$ cat config.mk
export PLATFORM = sky130hd
export DESIGN_NAME = lcd_bus_monitor
export DESIGN_NICKNAME = d
export VERILOG_FILES = /design/src/rtl/lcd_pkg.sv /design/src/rtl/lcd_shadow_ram.sv /design/src/rtl/lcd_bus_monitor.sv
export SDC_FILE = /design/constraint.sdc
export NUM_CORES = 1
export LEC_CHECK = 0
export ABC_AREA = 1
export CORE_MARGIN = 1
export CORE_UTILIZATION = 55
export CTS_CLUSTER_DIAMETER = 30
export DETAILED_ROUTE_END_ITERATION = 8
export GPL_ROUTABILITY_DRIVEN = 1
export PLACE_DENSITY_LB_ADDON = 0.25
export SLEW_MARGIN = 5
export SYNTH_ARGS = -nofsm -noshare
export SYNTH_HDL_FRONTEND = slang
export SYNTH_SLANG_ARGS = --single-unit
export TNS_END_PERCENT = 5
$ cat constraint.sdc
create_clock -name clk -period 4.8 [get_ports clk]
set_input_delay 0.96 -clock clk [delete_from_list [all_inputs] [get_ports clk]]
set_output_delay 0.96 -clock clk [all_outputs]
set_load 0.005 [all_outputs]
$ cat src/rtl/lcd_pkg.sv
// Shared opcodes, constants and state type for the LCD bus monitor slice.
package lcd_pkg;

  localparam logic [7:0] CMD_CLEAR     = 8'h01;
  localparam logic [7:0] CMD_HOME      = 8'h02;
  localparam logic [7:0] CMD_ENTRY     = 8'h04;
  localparam logic [7:0] CMD_SET_DDRAM = 8'h80;

  localparam logic [6:0] ROW1_BASE  = 7'h40;
  localparam logic [7:0] BLANK_CHAR = 8'h20;

  typedef enum logic {IDLE, CLEAR} mon_state_t;

endpackage

$ cat src/rtl/lcd_shadow_ram.sv
// 32x8 shadow of display DDRAM: one synchronous write port, one registered read port.
module lcd_shadow_ram (
  input  logic       clk,
  input  logic       reset,
  input  logic       we,
  input  logic [4:0] waddr,
  input  logic [7:0] wdata,
  input  logic [4:0] raddr,
  output logic [7:0] rd_data
);

  logic [7:0] mem [32];

  always_ff @(posedge clk) begin
    if (we) mem[waddr] <= wdata;
  end

  // Same-cycle write/read to one address returns the pre-write contents.
  always_ff @(posedge clk) begin
    if (reset) rd_data <= 8'h00;
    else       rd_data <= mem[raddr];
  end

endmodule

$ cat src/rtl/lcd_bus_monitor.sv
// Decodes HD44780-style write strobes into a 2-row DDRAM shadow and flags protocol errors.
// Optional LCD_MON_STATS_EN adds saturating character/command counters.
module lcd_bus_monitor
  import lcd_pkg::*;
#(
  parameter int COLS        = 16,
  parameter int MIN_EN_HIGH = 12
) (
  input  logic       clk,
  input  logic       reset,
  input  logic [7:0] lcd_data,
  input  logic       lcd_rs,
  input  logic       lcd_en,
  input  logic [4:0] rd_addr,
  output logic [7:0] rd_char,
  output logic [4:0] cursor,
  output logic       busy,
  output logic       char_wr,
  output logic       err_timing,
  output logic       err_overrun,
  output logic       err_addr,
  input  logic       clr_err
`ifdef LCD_MON_STATS_EN
  ,
  output logic [15:0] wr_count,
  output logic [15:0] cmd_count
`endif
);

  localparam int         CW       = $clog2(MIN_EN_HIGH + 1);
  localparam logic [6:0] COLS7    = 7'(COLS);
  localparam logic [4:0] ROW1_ADR = 5'(COLS);

  mon_state_t state_q, state_d;

  logic          en_q, armed, rs_q, inc_mode;
  logic [7:0]    data_q;
  logic [CW-1:0] en_cnt;
  logic [4:0]    clr_cnt;

  logic       fall, short_pulse, accept, overrun;
  logic       is_char, is_cmd, cmd_clear, cmd_home, cmd_entry, cmd_ddram;
  logic [6:0] ddram_a, row1_off;
  logic       in_row0, in_row1;
  logic [4:0] ddram_target;

  logic       ram_we;
  logic [4:0] ram_waddr;
  logic [7:0] ram_wdata;

  // armed blocks a pulse that was already high when reset released.
  always_ff @(posedge clk) begin
    if (reset) begin
      en_q   <= 1'b0;
      armed  <= 1'b0;
      rs_q   <= 1'b0;
      data_q <= 8'h00;
      en_cnt <= '0;
    end else begin
      en_q   <= lcd_en;
      rs_q   <= lcd_rs;
      data_q <= lcd_data;
      if (!lcd_en) armed <= 1'b1;
      if (!lcd_en)                          en_cnt <= '0;
      else if (en_cnt != CW'(MIN_EN_HIGH))  en_cnt <= en_cnt + 1'b1;
    end
  end

  assign fall        = en_q & ~lcd_en & armed;
  assign short_pulse = en_cnt < CW'(MIN_EN_HIGH);
  assign accept      = fall & (state_q == IDLE);
  assign overrun     = fall & (state_q == CLEAR);

  assign is_char   = accept & rs_q;
  assign is_cmd    = accept & ~rs_q;
  assign cmd_clear = is_cmd & (data_q == CMD_CLEAR);
  assign cmd_home  = is_cmd & (data_q[7:1] == CMD_HOME[7:1]);
  assign cmd_entry = is_cmd & (data_q[7:2] == CMD_ENTRY[7:2]);
  assign cmd_ddram = is_cmd & (data_q[7] == CMD_SET_DDRAM[7]);

  assign ddram_a      = data_q[6:0];
  assign row1_off     = ddram_a - ROW1_BASE;
  assign in_row0      = ddram_a < COLS7;
  assign in_row1      = (ddram_a >= ROW1_BASE) && (row1_off < COLS7);
  assign ddram_target = in_row0 ? ddram_a[4:0] : ROW1_ADR + row1_off[4:0];

  always_ff @(posedge clk) begin
    if (reset) state_q <= CLEAR;
    else       state_q <= state_d;
  end

  always_comb begin
    state_d = state_q;
    case (state_q)
      IDLE:    if (cmd_clear)        state_d = CLEAR;
      CLEAR:   if (clr_cnt == 5'd31) state_d = IDLE;
      default: state_d = IDLE;
    endcase
  end

  // The sweep owns the RAM write port; character writes only happen in IDLE.
  always_comb begin
    busy      = 1'b0;
    ram_we    = 1'b0;
    ram_waddr = cursor;
    ram_wdata = data_q;
    case (state_q)
      CLEAR: begin
        busy      = 1'b1;
        ram_we    = 1'b1;
        ram_waddr = clr_cnt;
        ram_wdata = BLANK_CHAR;
      end
      default: ram_we = is_char;
    endcase
  end

  always_ff @(posedge clk) begin
    if (reset) begin
      clr_cnt  <= 5'd0;
      cursor   <= 5'd0;
      inc_mode <= 1'b1;
      char_wr  <= 1'b0;
    end else begin
      clr_cnt <= (state_q == CLEAR) ? clr_cnt + 5'd1 : 5'd0;
      char_wr <= is_char;
      if (cmd_clear) begin
        cursor   <= 5'd0;
        inc_mode <= 1'b1;
      end else if (cmd_home) begin
        cursor <= 5'd0;
      end else if (cmd_entry) begin
        inc_mode <= data_q[1];
      end else if (cmd_ddram && (in_row0 || in_row1)) begin
        cursor <= ddram_target;
      end else if (is_char) begin
        cursor <= inc_mode ? cursor + 5'd1 : cursor - 5'd1;
      end
    end
  end

  // Sticky flags: a new set outranks clr_err in the same cycle.
  always_ff @(posedge clk) begin
    if (reset) begin
      err_timing  <= 1'b0;
      err_overrun <= 1'b0;
      err_addr    <= 1'b0;
    end else begin
      if (fall && short_pulse)                        err_timing  <= 1'b1;
      else if (clr_err)                               err_timing  <= 1'b0;
      if (overrun)                                    err_overrun <= 1'b1;
      else if (clr_err)                               err_overrun <= 1'b0;
      if (cmd_ddram && !(in_row0 || in_row1))         err_addr    <= 1'b1;
      else if (clr_err)                               err_addr    <= 1'b0;
    end
  end

`ifdef LCD_MON_STATS_EN
  // Counts every completed strobe, including those discarded during a sweep.
  always_ff @(posedge clk) begin
    if (reset) begin
      wr_count  <= 16'h0000;
      cmd_count <= 16'h0000;
    end else begin
      if (fall && rs_q && (wr_count != 16'hFFFF))    wr_count  <= wr_count + 16'd1;
      if (fall && !rs_q && (cmd_count != 16'hFFFF))  cmd_count <= cmd_count + 16'd1;
    end
  end
`endif

  lcd_shadow_ram u_shadow (
    .clk     (clk),
    .reset   (reset),
    .we      (ram_we),
    .waddr   (ram_waddr),
    .wdata   (ram_wdata),
    .raddr   (rd_addr),
    .rd_data (rd_char)
  );

endmodule

# ---- Word-level counts from Yosys, hierarchy flattened
# Memories as Yosys holds them, arrays and structs flattened. A register that Yosys moved wholly into a read port is not among the register bits.
# Cells that the tools add are included.
dict set report word_totals {
  reg_bits 31
  ram_bits 256
  in_bits 18
  out_inout_bits 18
  elab_cells 77
  mem_count 1
}
dict set report op_classes {
  n_addsub 6
  n_lt_le_gt_ge 4
  n_eq_ne 5
  n_mux 17
  bitwise_logic 15
  reduce_logical 16
}
# memory words word_bits rd rd_clocked_by_memory_dff write_ports line_no
set mem_list {}
lappend mem_list {u_shadow.mem 32 8 1 1 1 lcd_shadow_ram.sv:12} ;# logic [7:0] mem [32];
# cell n
set ops {}
lappend ops {{$mux W5} 5}
lappend ops {{$lt A7 B5 Y1 const B} 2}
lappend ops {{$add A5 B1 Y5 const B} 2}
lappend ops {{$and A1 B1 Y1} 10}
lappend ops {{$mux W1} 10}
lappend ops {{$eq A8 B1 Y1 const B} 1}
lappend ops {{$mux W8} 1}
lappend ops {{$reduce_bool A2 Y1} 4}
lappend ops {{$eq A7 B1 Y1 const B} 1}
lappend ops {{$ge A7 B7 Y1 const B} 1}
lappend ops {{$sub A7 B7 Y7 const B} 1}
lappend ops {{$eq A6 B1 Y1 const B} 1}
lappend ops {{$reduce_or A2 Y1} 3}
lappend ops {{$add A5 B5 Y5 const A} 1}
lappend ops {{$eq A5 B5 Y1 const B} 1}
lappend ops {{$not A1 Y1} 5}
lappend ops {{$sub A5 B1 Y5 const B} 1}
lappend ops {{$add A4 B1 Y4 const B} 1}
lappend ops {{$logic_and A1 B1 Y1} 4}
lappend ops {{$lt A4 B4 Y1 const B} 1}
lappend ops {{$ne A4 B4 Y1 const B} 1}
lappend ops {{$reduce_and A2 Y1} 2}
lappend ops {{$reduce_or A3 Y1} 1}
lappend ops {{$pmux W1 S2} 1}
lappend ops {{other kinds (2)} 2}

# ---- Logic depth before layout (Yosys ltp)
dict set report logic_depth {
  depth_word 9
  mapped_depth 11
  ltp_nobuf 11
}

# ---- Hierarchy
# A second synthesis with hierarchy kept.
dict set report hier_totals {
  cells_unflattened 1153
  hier_area_um2 12259.3
}
# module n_inst cells_per_inst area_per_inst_um2 seq_area_each_um2
set modules_own_cells {}
lappend modules_own_cells {lcd_shadow_ram 1 931 10680.2 7847.5}
lappend modules_own_cells {lcd_bus_monitor 1 222 1579.0 620.6}

# ---- Least setup slack after synthesis
# OpenSTA, ideal clock, no wires.
dict set report synth_timing {
  kind {input port to flip-flop}
  start {in lcd_en}
  end {mem u_shadow.mem[13][0] (enable)}
  setup_time_ns 0.370
  arrival_ns 2.025
  required_ns 4.430
  path_slack_ns 2.405
  path_stages 7
  n_path_buf 0
  path_cell_list {nor2_1 nand2_1 nor2_1 inv_1 nand2_1 nand3_1 nor2_1}
}
dict set report synth_via {
  elab_chain_len 8
}
# item line_no
set synth_rtl {}
lappend synth_rtl {{start: declaration} lcd_bus_monitor.sv:13} ;# input logic lcd_en,
lappend synth_rtl {{$not A1 Y1 (no source line)} -}
lappend synth_rtl {{$and A1 B1 Y1 (2 in a row)} lcd_bus_monitor.sv:69} ;# assign fall = en_q & ~lcd_en & armed;
lappend synth_rtl {{$and A1 B1 Y1} lcd_bus_monitor.sv:71} ;# assign accept = fall & (state_q == IDLE);
lappend synth_rtl {{$and A1 B1 Y1} lcd_bus_monitor.sv:74} ;# assign is_char = accept & rs_q;
lappend synth_rtl {{$mux W1} lcd_bus_monitor.sv:107} ;# case (state_q)
lappend synth_rtl {{$mux W1} lcd_shadow_ram.sv:15} ;# if (we) mem[waddr] <= wdata;
lappend synth_rtl {{$mux W1 (not written as such)} lcd_shadow_ram.sv:15}
lappend synth_rtl {{end: declaration} lcd_shadow_ram.sv:12}
# Every way passes these cells.

# ---- Final worst setup path
dict set report layout_timing {
  start {reg state_q}
  end {mem u_shadow.mem[13][2] (enable)}
}
dict set report layout_via {
  elab_chain_len 6
  word_cells_on_any_way 7
  classes_between {mux: 4; bitwise: 3}
}
# item line_no
set layout_rtl {}
lappend layout_rtl {{start: declaration} lcd_bus_monitor.sv:34} ;# mon_state_t state_q, state_d;
lappend layout_rtl {{start signal: assignment} lcd_bus_monitor.sv:89} ;# else state_q <= state_d;
lappend layout_rtl {{$not A1 Y1} -}
lappend layout_rtl {{$and A1 B1 Y1} lcd_bus_monitor.sv:71}
lappend layout_rtl {{$and A1 B1 Y1} lcd_bus_monitor.sv:74}
lappend layout_rtl {{$mux W1} lcd_bus_monitor.sv:107}
lappend layout_rtl {{$mux W1} lcd_shadow_ram.sv:15}
lappend layout_rtl {{$mux W1 (not written as such)} lcd_shadow_ram.sv:15}
# Parallel ways exist; a longest one is shown, timed or not.

==> qor.yml <==
dp_hpwl_um: 16700
crit_type: "register to register"
seq_area_frac_synth: 0.696
drt_iter0_markers: 854
grt_pass1_vias: 8247
syn-num-nets: 1177
clk_path_buf_depth: 3
cap_violations: 0
power_leakage_uw: 0.00564
die_w_um: 151
cts_hold_buf: 0
netlist_area_sq_mm: 0.0122
synth_top_cell_area_share: 0.632
tightest_slew_ps: 1240
areaGrowthSynthToFinish_pct: 18.5
dp.cells: 1422
min_period_ps: 3160
report.final.slew_viol_count: 0
finClkSkew_ps: 22.0
synth-edff-count: 256
cts_setup_buffers: 0
cts_resized: 0
root_buffer: "clkbuf_16"
grt_pass1_wl_um: 44100
cp_slowest_cell: "dfxtp_1"
clock_sinks: 295
synthTopCellsByCount: "363 x nand2_1, 256 x edfxtp_1, 188 x nand3_1"
crit_arrival_ps: 3320
detail_route.wirelength_um: 28600
end_kind: "register"
setup_tns_ps: 0
ios: 36
ys_warn_count: 0
timing.fmax_mhz: 316
detail-route-antenna-nets: 0
cp_cell_sequence: "inv_2, or2_0, o21ai_0, nand3_1, nor2_1"
yosysMostFrequentCell: "nand2_1"
cpLargestDelayFamily: "simple AND/OR/NAND/NOR gates"
wl_met2_um: 13600
route.met3.wl_um: 2340
synth.area.top_cells: "edfxtp_1 63%, nand2_1 11%, nand3_1 7.7%, dfxtp_1 6.4%, nor2_1 4.0%"
worst_ep_required_time_ps: 4960
htreeDepth: 2
cts.reportedPaths.clkPinSlew_ps: 50
slew_headroom: 0.176
diodes: 0
post-route-util: 0.662
numCtsBuffers: 50
rsz0062_at_grt: "false"
synth_cell_type_count: 31
io_buffers: 35
power.total_uw: 6610
post-route-drc-count: 0
drive_above_1_share: 0.0902
status: "complete, no violations"
place_congestion: 0.897
grt_overflow_total: 0
synthFlopType: "edfxtp_1"
min_path_type: "register to register"
start_util: 0.559
row_count: 54
syn_area_per_cell_sq_um: 10.6
tritoncts: "yes"
hold_viol: 0
wire_per_inst_um: 19.0
drtPass1Iterations: 5
fin_crit_sh: 0.659
irDropWorstVdd_v: 0.000334
clk_latency_ps: 540
drt-met1-wl_um: 12000
dr.max_layer_used: "met4"
fp.dieArea_sq_mm: 0.0227
synth_largest_area_cell: "edfxtp_1"
fillerInstances: 1611
worstSetupStartpointType: "register"
critPathMaxFanout: 16
critPathBufInv: 1
grt_max_degree: 73
die_y_um: 151
ys_ff_latch: 295
fin_hold_ws_ps: 471
power_density_mw_per_mm2: 459
antenna_found_initial: 0
grtUsageTotal: 0.264
synthArstFlopShare: 0
synth_cells: 1151
num_vias: 8407
setup_viol: 0
via_per_inst: 5.56
num-nets-final: 1220
ff2ff_setup_slack_ps: 1640
stdcell_count: 1511
core_area_sq_mm: 0.0218
critPathMaxStageDelay_ps: 870
cells in the final DEF, fill, tap and decap left out, drive strengths merged, types with 4 or more instances in the layout:
| master | n |
|---|---|
| clkbuf | 56 |
| clkdlybuf4s50 | 33 |
| o21ai | 31 |
| bufinv | 7 |
| ha | 7 |
| clkinvlp | 7 |
| or2 | 4 |
| a21oi | 10 |
| buf | 12 |
| nor2 | 131 |
| clkinv | 13 |
| dfxtp | 39 |
| nand3 | 189 |
| edfxtp | 256 |
| inv | 61 |
| nand2 | 363 |
path summary, 6_finish.rpt:
check	startpoint	end	cells after the start
setup reg to reg	state_q	u_shadow.mem[13][2]	5
hold reg to reg	clr_cnt[0]	clr_cnt[0]	1
hold / removal	clr_cnt[0]	clr_cnt[0]	1
setup / recovery	state_q	u_shadow.mem[13][2]	5
power breakdown:
part | internal (uW) | total [uW] | leakage, uW | switching [uW]
clock | 2330 | 3530 | 0.000807 | 1200
sequential | 2790 | 2800 | 0.00277 | 11.9
combinational | 85.9 | 281 | 0.00207 | 195
total | 5200 | 6610 | 0.00564 | 1410
kinds of logic after synthesis:
family          synth area share
simple gates               0.236
flops                      0.696
buf+inv                   0.0376
compound gates            0.0187
fa+ha+maj                0.00885
xor+xnor                 0.00216
flip-flops by register name, indices dropped and copies added (netlist names):
name and count:
cursor 5, u_shadow.mem 256, err_overrun 1, en_q 1
inc_mode 1, clr_cnt 5, data_q 8, state_q 1
char_wr 1, en_cnt 4, rs_q 1, err_addr 1
u_shadow.rd_data 8, armed 1, err_timing 1
through the flow:
stage               setup WS, ps  cell area, sq um
floorplan                   2400             12200
global placement            1320             12700
detailed placement          1280             12700
CTS                         1630             14400
global route                1450             14400
finish                      1640             14400
metal layers:
metal / GRT usage / vias to the layer above
li1: - / 4000
met1: 0.359 / 3975
met2: 0.426 / 383
met3: 0.0488 / 49
met4: 0.0985 / 0
met5: 0 / -
area by class of cell:
| type | instances | area (sq um) | share of cell area |
|---|---|---|---|
| clock buffer | 56 | 1290 | 0.0899 |
| clock inverter | 33 | 395 | 0.0274 |
| inverter | 55 | 208 | 0.0144 |
| multi-input combinational | 747 | 3270 | 0.227 |
| sequential | 295 | 8470 | 0.588 |
| tap | 280 | 350 | 0.0243 |
| timing repair buffer | 45 | 418 | 0.0290 |
Note: power is estimated with default switching activity, not from simulation.
